===== config.mk =====
export PLATFORM = sky130hd
export DESIGN_NAME = rom_stream_reader
export DESIGN_NICKNAME = d
export VERILOG_FILES = /design/src/rtl/rom_stream_reader.sv
export SDC_FILE = /design/constraint.sdc
export NUM_CORES = 1
export LEC_CHECK = 0
export CAP_MARGIN = 30
export CORE_UTILIZATION = 45
export CTS_CLUSTER_DIAMETER = 100
export DETAILED_ROUTE_END_ITERATION = 10
export HOLD_SLACK_MARGIN = 0.15
export PLACE_DENSITY = 0.67
export SLEW_MARGIN = 20
export SYNTH_ARGS = -nofsm -noshare
export SYNTH_HDL_FRONTEND = slang
export SYNTH_SLANG_ARGS = --single-unit

===== constraint.sdc =====
create_clock -name clk -period 7.1 [get_ports clk]
set_input_delay 0.71 -clock clk [delete_from_list [all_inputs] [get_ports clk]]
set_output_delay 0.71 -clock clk [all_outputs]
set_load 0.05 [all_outputs]

===== src/rtl/rom_stream_reader.sv =====
// rom_stream_reader: reads a base/len ROM window and streams it out as valid/ready words.
// Ports: clk/rst_n; i_start,i_base_addr,i_len in; o_busy,o_done out; ROM o_rom_addr,o_rom_rd_en,i_rom_data; stream o_data,o_valid,i_ready,o_last.
module rom_stream_reader #(
  parameter int ADDR_WIDTH = 8,
  parameter int WIDTH      = 8
) (
  input  logic                  clk,
  input  logic                  rst_n,
  input  logic                  i_start,
  input  logic [ADDR_WIDTH-1:0] i_base_addr,
  input  logic [ADDR_WIDTH:0]   i_len,
  output logic                  o_busy,
  output logic                  o_done,
  output logic [ADDR_WIDTH-1:0] o_rom_addr,
  output logic                  o_rom_rd_en,
  input  logic [WIDTH-1:0]      i_rom_data,
  output logic [WIDTH-1:0]      o_data,
  output logic                  o_valid,
  input  logic                  i_ready,
  output logic                  o_last
);

  localparam logic [1:0] S_IDLE  = 2'd0;
  localparam logic [1:0] S_RUN   = 2'd1;
  localparam logic [1:0] S_DRAIN = 2'd2;
  localparam logic [1:0] S_DONE  = 2'd3;

  logic [1:0]            state;
  logic [ADDR_WIDTH-1:0] base;
  logic [ADDR_WIDTH-1:0] addr_hold;
  logic [ADDR_WIDTH:0]   len;
  logic [ADDR_WIDTH:0]   len_m1;
  logic [ADDR_WIDTH:0]   issued;
  logic [ADDR_WIDTH:0]   accepted;
  logic                  inflight;

  logic [WIDTH-1:0]      mem0;
  logic [WIDTH-1:0]      mem1;
  logic                  rd_ptr;
  logic                  wr_ptr;
  logic [1:0]            count;

  logic                  pop;
  logic                  push;
  logic                  rd_en;
  logic                  is_last;
  logic [2:0]            credit;

  assign len_m1  = len - (ADDR_WIDTH+1)'(1);
  assign o_valid = (count != 2'd0);
  assign pop     = o_valid & i_ready;
  assign push    = inflight;
  assign is_last = (accepted == len_m1);
  assign o_last  = o_valid & is_last;
  assign o_data  = rd_ptr ? mem1 : mem0;
  assign o_busy  = (state != S_IDLE);
  assign o_done  = (state == S_DONE);

  // Slots that would still be occupied after this cycle's pop,
  // counting the word already on its way back from the ROM.
  assign credit = 3'(count) + 3'(inflight) - 3'(pop);

  assign rd_en = (state == S_RUN)
               && (issued < len)
               && (credit < 3'd2);

  assign o_rom_rd_en = rd_en;
  assign o_rom_addr  = rd_en ? (base + issued[ADDR_WIDTH-1:0])
                             : addr_hold;

  always_ff @(posedge clk or negedge rst_n) begin
    if (!rst_n) begin
      state    <= S_IDLE;
      base     <= '0;
      len      <= '0;
      issued   <= '0;
      accepted <= '0;
    end else begin
      case (state)
        S_IDLE: begin
          if (i_start) begin
            base     <= i_base_addr;
            len      <= i_len;
            issued   <= '0;
            accepted <= '0;
            state    <= (i_len == '0) ? S_DONE : S_RUN;
          end
        end
        S_RUN: begin
          if (rd_en) begin
            issued <= issued + (ADDR_WIDTH+1)'(1);
            if (issued == len_m1) begin
              state <= S_DRAIN;
            end
          end
          if (pop) begin
            accepted <= accepted + (ADDR_WIDTH+1)'(1);
          end
        end
        S_DRAIN: begin
          if (pop) begin
            accepted <= accepted + (ADDR_WIDTH+1)'(1);
            if (is_last) begin
              state <= S_DONE;
            end
          end
        end
        default: begin
          state <= S_IDLE;
        end
      endcase
    end
  end

  always_ff @(posedge clk or negedge rst_n) begin
    if (!rst_n) begin
      inflight  <= 1'b0;
      addr_hold <= '0;
    end else begin
      inflight <= rd_en;
      if (rd_en) begin
        addr_hold <= o_rom_addr;
      end
    end
  end

  // 2-entry FIFO; issue credit guarantees it never overflows.
  always_ff @(posedge clk or negedge rst_n) begin
    if (!rst_n) begin
      mem0   <= '0;
      mem1   <= '0;
      rd_ptr <= 1'b0;
      wr_ptr <= 1'b0;
      count  <= 2'd0;
    end else begin
      if (push) begin
        if (wr_ptr) begin
          mem1 <= i_rom_data;
        end else begin
          mem0 <= i_rom_data;
        end
        wr_ptr <= ~wr_ptr;
      end
      if (pop) begin
        rd_ptr <= ~rd_ptr;
      end
      count <= count + 2'(push) - 2'(pop);
    end
  end

endmodule


==> results of run 1 <==
==> layout make-up <==
type	instances	area, um2
Sequential cell	66	1650
Clock buffer	9	124
Timing Repair Buffer	51	500
Clock inverter	7	100
Fill cell	758	3870
Multi-Input combinational cell	272	2200
Inverter	25	93.8
Tap cell	108	135
==> logic make-up (layout without fill, tap and decap cells) <==
| group | Yosys count | in the layout | synth area share, % |
|---|---|---|---|
| AND/OR/NAND/NOR | 90 | 90 | 11.8 |
| flip-flops | 66 | 66 | 41.3 |
| AO/OA/AOI/OAI | 64 | 64 | 10.4 |
| multiplexers | 46 | 46 | 13.0 |
| XOR/XNOR | 44 | 44 | 10.7 |
| buffers and inverters | 39 | 92 | 3.72 |
| adder cells (fa/ha/maj) | 28 | 28 | 9.13 |
==> sequential cells by signal, summed over array words and instances (netlist names) <==
register	cells
len	9
count	2
state	2
mem0	8
rd_ptr	1
base	8
mem1	8
inflight	1
accepted	9
addr_hold	8
wr_ptr	1
issued	9
==> power groups by stage <==
| stage | logic, mW | clock network (mW) | registers, mW |
|---|---|---|---|
| final | 1.28 | 0.364 | 0.680 |
| after global routing | 1.40 | 0.389 | 0.710 |
| after floorplan | 1.03 | 0 | 0.614 |
| after detailed placement | 1.29 | 0 | 0.690 |
| after CTS | 1.29 | 0.371 | 0.683 |
| after global placement | 1.26 | 0 | 0.683 |
==> critical path, cell delays in order <==
cell and delay, ns:
clkdlybuf4s50_1 0.40, nand2_1 0.08, inv_1 0.07, ha_1 0.27, inv_1 0.04, ha_1 0.18
fa_1 0.45, a211oi_1 0.22, and3_1 0.18, nand2_1 0.05, buf_4 0.24, mux2_2 0.25
clkdlybuf4s50_1 0.79
==> worst max path at each step <==
stage	start	endpoint	slack, ns	depth (start not counted)
global placement	i_ready	o_rom_addr[0]	2.49	13
floorplan	count[1]$_DFF_PN0_	o_rom_addr[2]	2.68	12
detailed placement	i_ready	o_rom_addr[0]	2.41	13
CTS	i_ready	o_rom_addr[0]	2.43	13
global route	i_ready	o_rom_addr[2]	2.32	13
finish	i_ready	o_rom_addr[0]	2.44	13
==> placed cells by master, fill, tap and decap left out, types with 5 or more instances in the layout <==
master           instances
nor2_1                  21
nor3_1                   7
inv_1                   25
nand3_1                  8
nand2_1                 24
xnor2_1                 22
xor2_1                  19
dfrtp_1                 66
mux2_2                  43
a21oi_1                  9
o21ai_0                 28
ha_1                    26
clkbuf_8                 9
clkdlybuf4s50_1         48
nor2b_1                  5
==> routing by layer <==
metal	GRT usage [%]	vias up	part of all wire [%]
li1	-	1423	-
met2	31.5	52	47
met1	24.8	1426	47
met5	0	-	0
met3	4.42	15	3.5
met4	7.72	0	2.2
==> summary.md, run 1 <==
| Metric | Value |
|---|---|
| Status | finished, final reports clean |
| CTS tree | built |
| Seq pwr share | a little under 30% |
| Initial Utilization | about 46% |
| WP data required | 6.39 ns |
| Post-layout min period | between 4 and 5 ns |
| Startpoint of the worst hold path | addr_hold[2]$_DFFE_PN0N_ |
| I/O pins | 50 |
| Endpoints failing setup | 0 |
| Synth top area cells | dfrtp_1 41%, mux2_2 12%, ha_1 8.1% |
| Drt pass-1 iters | 4 |
| FF+latch count, synth | between 60 and 70 |
| Ys async rst share | 100% |
| Dominant synthesized flop cell | dfrtp_1 |
| Worst slew pin tran | 0.920 ns |
| Finished Layout Cells | 538 |
| RSZ-0062 raised after global routing | false |
| Resized Gates After CTS | 0 |
| Dpl cell area | between 4000 and 5000 um2 |
| Synth area leader | dfrtp_1 |
| Vias per cell | 5.42 |
| Avg Inst Size Synth | ~11 um2 |
| Clk sinks | 66 |
| Clock transition at path regs | roughly 0.07 ns |
| Detailed Place HPWL | 5900 um |
| Worst Reg-to-Reg Cells | 14 |
| Net switching power | ~1.0 mW |
| Design area | slightly below 5000 um2 |
| Post-route ant nets | 0 |
| Htree depth | 3 |
| Cell Count Post-Placement | about 520 |
| Fin. Hold Viols | 0 |
| Latest clock arrival within the worst-skew pair | 0.36 ns |
| Internal Power | roughly 1.3 mW |
| Num CTS Buffers | 9 |
| Clock Power Share | between 10% and 20% |
| Sequential area share after synthesis | about 41% |
| Switching Share | between 40% and 50% |
| Final WL | 8080 um |
| Worst hold endpoint | addr_hold[2]$_DFFE_PN0N_ |
| Layout cells sized above 1 | between 10% and 20% |
| R2r setup slk | roughly 3.5 ns |
| Worst-case clock buffer depth | 2 |
| Crit path kind | input port to output port |
| Largest net degree at the start of global routing | 67 |
| 1st-iter DRT viols | 63 |
| ANT cells | 0 |
| Arrival @ worst endpoint | between 3 and 4 ns |
| Nets@finish | 482 |
| Die area | 9280 um2 |
| Yosys cell types | 49 |
| Fin Hold WS | roughly 0.48 ns |
| Clock Skews | roughly 0.010 ns |
| Reg2Reg Capture Point | issued[7]$_DFFE_PN0P_ |
| Post-Syn Nets | approximately 430 |
| RD Place Congestion | 0.831 |
| Fmax | 215 MHz |
| Gate Count Post-Synth | roughly 380 |
| Mapped Area | around 4000 um2 |
| DIE HEIGHT | 96.3 um |
| Vias in the first global route | 2830 |
| Most numerous cell in the Yosys netlist | dfrtp_1 |
| Root Driver | clkbuf_8 |
| Final core area utilization | between 50% and 60% |
| Synth top cells by count | 66 x dfrtp_1, 43 x mux2_2, 28 x o21ai_0 |
| Routed vias | between 2000 and 3000 |
| Residual DRC | 0 |
| Row Count | 34 |
| Slew Limit Fails | 0 |
| Remaining Overflow, GRT | 0 |
| Pre-CTS setup slack | 2.41 ns |
| Crit start category | input port |
| Power, Total | ~2.3 mW |
| Final WS setup | roughly 2.4 ns |
| Initial antenna violation count | 0 |
| Peak fanout along the critical path | 36 |
| Max-Cap Viols | 0 |
| Final worst-path cycle share | about two thirds |
| Port Buffer Count | 49 |
| R2r startpoint | count[1]$_DFF_PN0_ |
| GR Util All Layers | 19.3% |
| Post-CTS Repair Setup Buffers | 0 |
| Layout area overhead | 20.1% |
| Lkg Pwr | around 2.2 nW |
| # hold bufs at CTS | 0 |
| WL/cell | 15.0 um |
| Peak supply drop | ~0.00019 V |
| P per Cell Area | about 480 nW/um2 |
| Ys Warns | 0 |
| Crit end category | output port |
| Min-Delay Path Class | flip-flop to flip-flop |
| Slew margin rel. | about 39% |
| Logic gate share of total power | a little under three fifths |
| Hold depth | 2 |
| EDFF count, synth | 0 |
| Setup TNS | 0 ns |
| First-pass GRT wire length | approximately 13000 um |
| Die Wd | roughly 96 um |
| Top cell type's share of synthesized area | between 40% and 50% |
| CORE AREA | between 8000 and 9000 um2 |
No activity file was read; power rests on OpenSTA's default activity.
==> run 2: changes to the inputs <==
- PLACE_DENSITY: 0.67 -> 0.69
- clock period: 7.1 -> 3.8 ns (I/O delays scaled with it)
==> summary.md, run 2 (synthesis results as in run 1) <==
| Metric | Value |
|---|---|
| GR Util All Layers | 20.0% (+0.65 points) |
| Drt pass-1 iters | 4 (unchanged) |
| Setup TNS | 0 ns (unchanged) |
| Residual DRC | 0 (unchanged) |
| Sequential cell area | 1650 um2 (unchanged) |
| Fmax | 270 MHz |
| Post-route ant nets | 0 (unchanged) |
| Lkg Pwr | 2.28 nW (+5.4%) |
| RD Place Congestion | 0.830 (-0.12%) |
| Row Count | 34 (unchanged) |
| First-pass GRT wire length | 13900 um (+3.4%) |
| Slew margin rel. | 50.6% (+12 points) |
| WL/cell | 15.8 um (+4.9%) |
| RSZ-0062 raised after global routing | false |
| Final WL | 8550 um (+5.9%) |
| CP max-delay cell | fa_1 |
| Slew Limit Fails | 0 (unchanged) |
| Peak fanout along the critical path | 10 (-72%) |
| Initial Utilization | 46.1% (unchanged) |
| 1st-iter DRT viols | 134 (+110%) |
| Htree depth | 3 (unchanged) |
| Crit path kind | flip-flop to output port |
| DIE HEIGHT | 96.3 um (unchanged) |
| Final worst-path cycle share | a little over nine tenths |
| WP data required | 3.42 ns (-2.97 ns) |
| Vias per cell | 5.49 (+1.2%) |
| Port Buffer Count | 49 (unchanged) |
| Clock Power Share | 14.3% (-1.3 points) |
| Remaining Overflow, GRT | 0 (unchanged) |
| Initial antenna violation count | 0 (unchanged) |
| Cell Count Post-Placement | 522 (unchanged) |
| I/O pins | 50 (unchanged) |
| Seq pwr share | 27.2% (-2.0 points) |
| Detailed Place HPWL | 6130 um (+4.0%) |
| Power, Total | 4.70 mW (+100%) |
| Peak supply drop | 0.000381 V (+100%) |
| Worst-case clock buffer depth | 2 (unchanged) |
| Net switching power | 2.03 mW (+95%) |
| Fin Hold WS | 0.478 ns (+0.00313 ns) |
| ANT cells | 0 (unchanged) |
| Worst slew pin tran | 0.739 ns (-0.180 ns) |
| P per Cell Area | 933 nW/um2 (+93%) |
| Most frequent cells in the layout | 66 x dfrtp_1, 43 x mux2_2, 38 x clkdlybuf4s50_1 |
| Filler cells | 759 (+0.13%) |
| Post-layout min period | ~3.7 ns |
| Crit start category | flip-flop |
| Area occupied by multi-input gates | 2230 um2 (+1.3%) |
| CORE AREA | 8680 um2 (unchanged) |
| Arrival @ worst endpoint | 3.32 ns (-0.63 ns) |
| Largest net degree at the start of global routing | 36 (-46%) |
| Root Driver | clkbuf_8 |
| Die Wd | 96.3 um (unchanged) |
| Routed vias | 2979 (+2.2%) |
| Layout cells sized above 1 | 20.7% (+4.2 points) |
| Largest regs | accepted x9, issued x9, len x9 |
| Min-Delay Path Class | flip-flop to flip-flop |
| Layout area overhead | 25.9% |
| Most common cell after layout, fill and taps aside | dfrtp_1 |
| Max-Cap Viols | 0 (unchanged) |
| Internal Power | 2.66 mW (+110%) |
| Clk sinks | 66 (unchanged) |
| Num CTS Buffers | 9 (unchanged) |
| Fin. Hold Viols | 0 (unchanged) |
| Die area | 9280 um2 (unchanged) |
| Switching Share | 43.3% (-1.4 points) |
| Crit path cell chain | or2_2 -> nand2_2 -> inv_2 -> ha_1 -> inv_1 -> ha_1 -> fa_1 -> a211oi_2 -> and3_4 -> nand2_8 -> buf_12 -> mux2_2 -> buf_12 |
| CP peak stage delay | 0.51 ns (-0.28 ns) |
| Nets@finish | 487 (+1.0%) |
| Crit end category | output port |
| Status | finished, final reports clean |
| CTS tree | built |
| Vias in the first global route | 2954 (+4.4%) |
| Endpoints failing setup | 0 (unchanged) |
| Latest clock arrival within the worst-skew pair | 0.35 ns (about the same) |
| Finished Layout Cells | 543 (+0.93%) |
| Clock transition at path regs | 0.08 ns (about the same) |
| Clock Skews | 0.00730 ns (-0.00317 ns) |
| Logic gate share of total power | 58.4% (+3.3 points) |
-- run 2: cell count changes in the layout (fill, tap and decap cells not counted), sizes merged --
cell and delta:
buf +12, bufbuf +1, clkbuf +1, clkdlybuf4s50 -10, dlygate4sd3 +1
-- run 2: cell type report --
class | instances | area share (%)
clock buffer | 9 | 2.46
clock inverter | 7 | 1.99
inverter | 25 | 1.86
multi-input combinational | 272 | 44.3
sequential | 66 | 32.8
tap | 108 | 2.68
timing repair buffer | 56 | 14.0
-- run 2: power groups by stage --
| stage | clock [mW] | combinational, mW | sequential, mW |
|---|---|---|---|
| finish | 0.674 | 2.75 | 1.28 |
| CTS | 0.695 | 2.69 | 1.28 |
| global route | 0.719 | 2.97 | 1.33 |
| global placement | 0 | 2.57 | 1.28 |
| floorplan | 0 | 1.92 | 1.15 |
| detailed placement | 0 | 2.61 | 1.30 |
-- run 2: path summary, 6_finish.rpt --
path                                          startpoint                        to  depth (start not counted)  slack (ns)
worst max-delay path                  count[1]$_DFF_PN0_             o_rom_addr[0]                         13         0.1
worst min-delay path            addr_hold[7]$_DFFE_PN0N_  addr_hold[7]$_DFFE_PN0N_                          2        0.48
worst max register to register        count[1]$_DFF_PN0_     issued[7]$_DFFE_PN0P_                         13        0.42
worst min register to register  addr_hold[7]$_DFFE_PN0N_  addr_hold[7]$_DFFE_PN0N_                          2        0.48
max in group asynchronous                          rst_n        count[0]$_DFF_PN0_                          3        2.26
min in group asynchronous                          rst_n       base[4]$_DFFE_PN0P_                          2        0.63
-- run 2: worst max-delay path, delay by kind of cell (launching register included) --
family	cells	cell delay (ns)
buffers and inverters	4	0.42
adders and majority gates	3	0.98
DFF	1	0.39
and+or+nand+nor	4	0.72
muxes	1	0.29
AOI/OAI and AO/OA	1	0.16
-- run 2: stage by stage --
stage          util, %  cell area [um2]  worst slack [ns]
5_1_grt           58.1             5040          0.000604
3_5_place_dp      54.0             4680             0.144
3_3_place_gp      54.0             4680             0.268
2_1_floorplan        -             4000            -0.288
6_report          58.1             5040            0.0999
4_1_cts           57.2             4960            0.0203
-- run 2: per-layer routing --
layer	wire length (um)	GRT usage, %	vias up
li1	-	-	1431
met1	3720	24.7	1455
met2	4270	34.2	83
met3	433	3.95	10
met4	133	7.84	0
met5	0	0	-
-- run 2: what timing repair did --
| item | CTS | global route |
|---|---|---|
| resized for setup | 9 | 5 |
| pin swaps | 1 | 3 |
| buffers inserted | 1 | 0 |
| gates cloned | 1 | 1 |
| hold endpoints to repair | 31 | 0 |
| setup endpoints to repair | 9 | 8 |
| hold buffers | 1 | 0 |
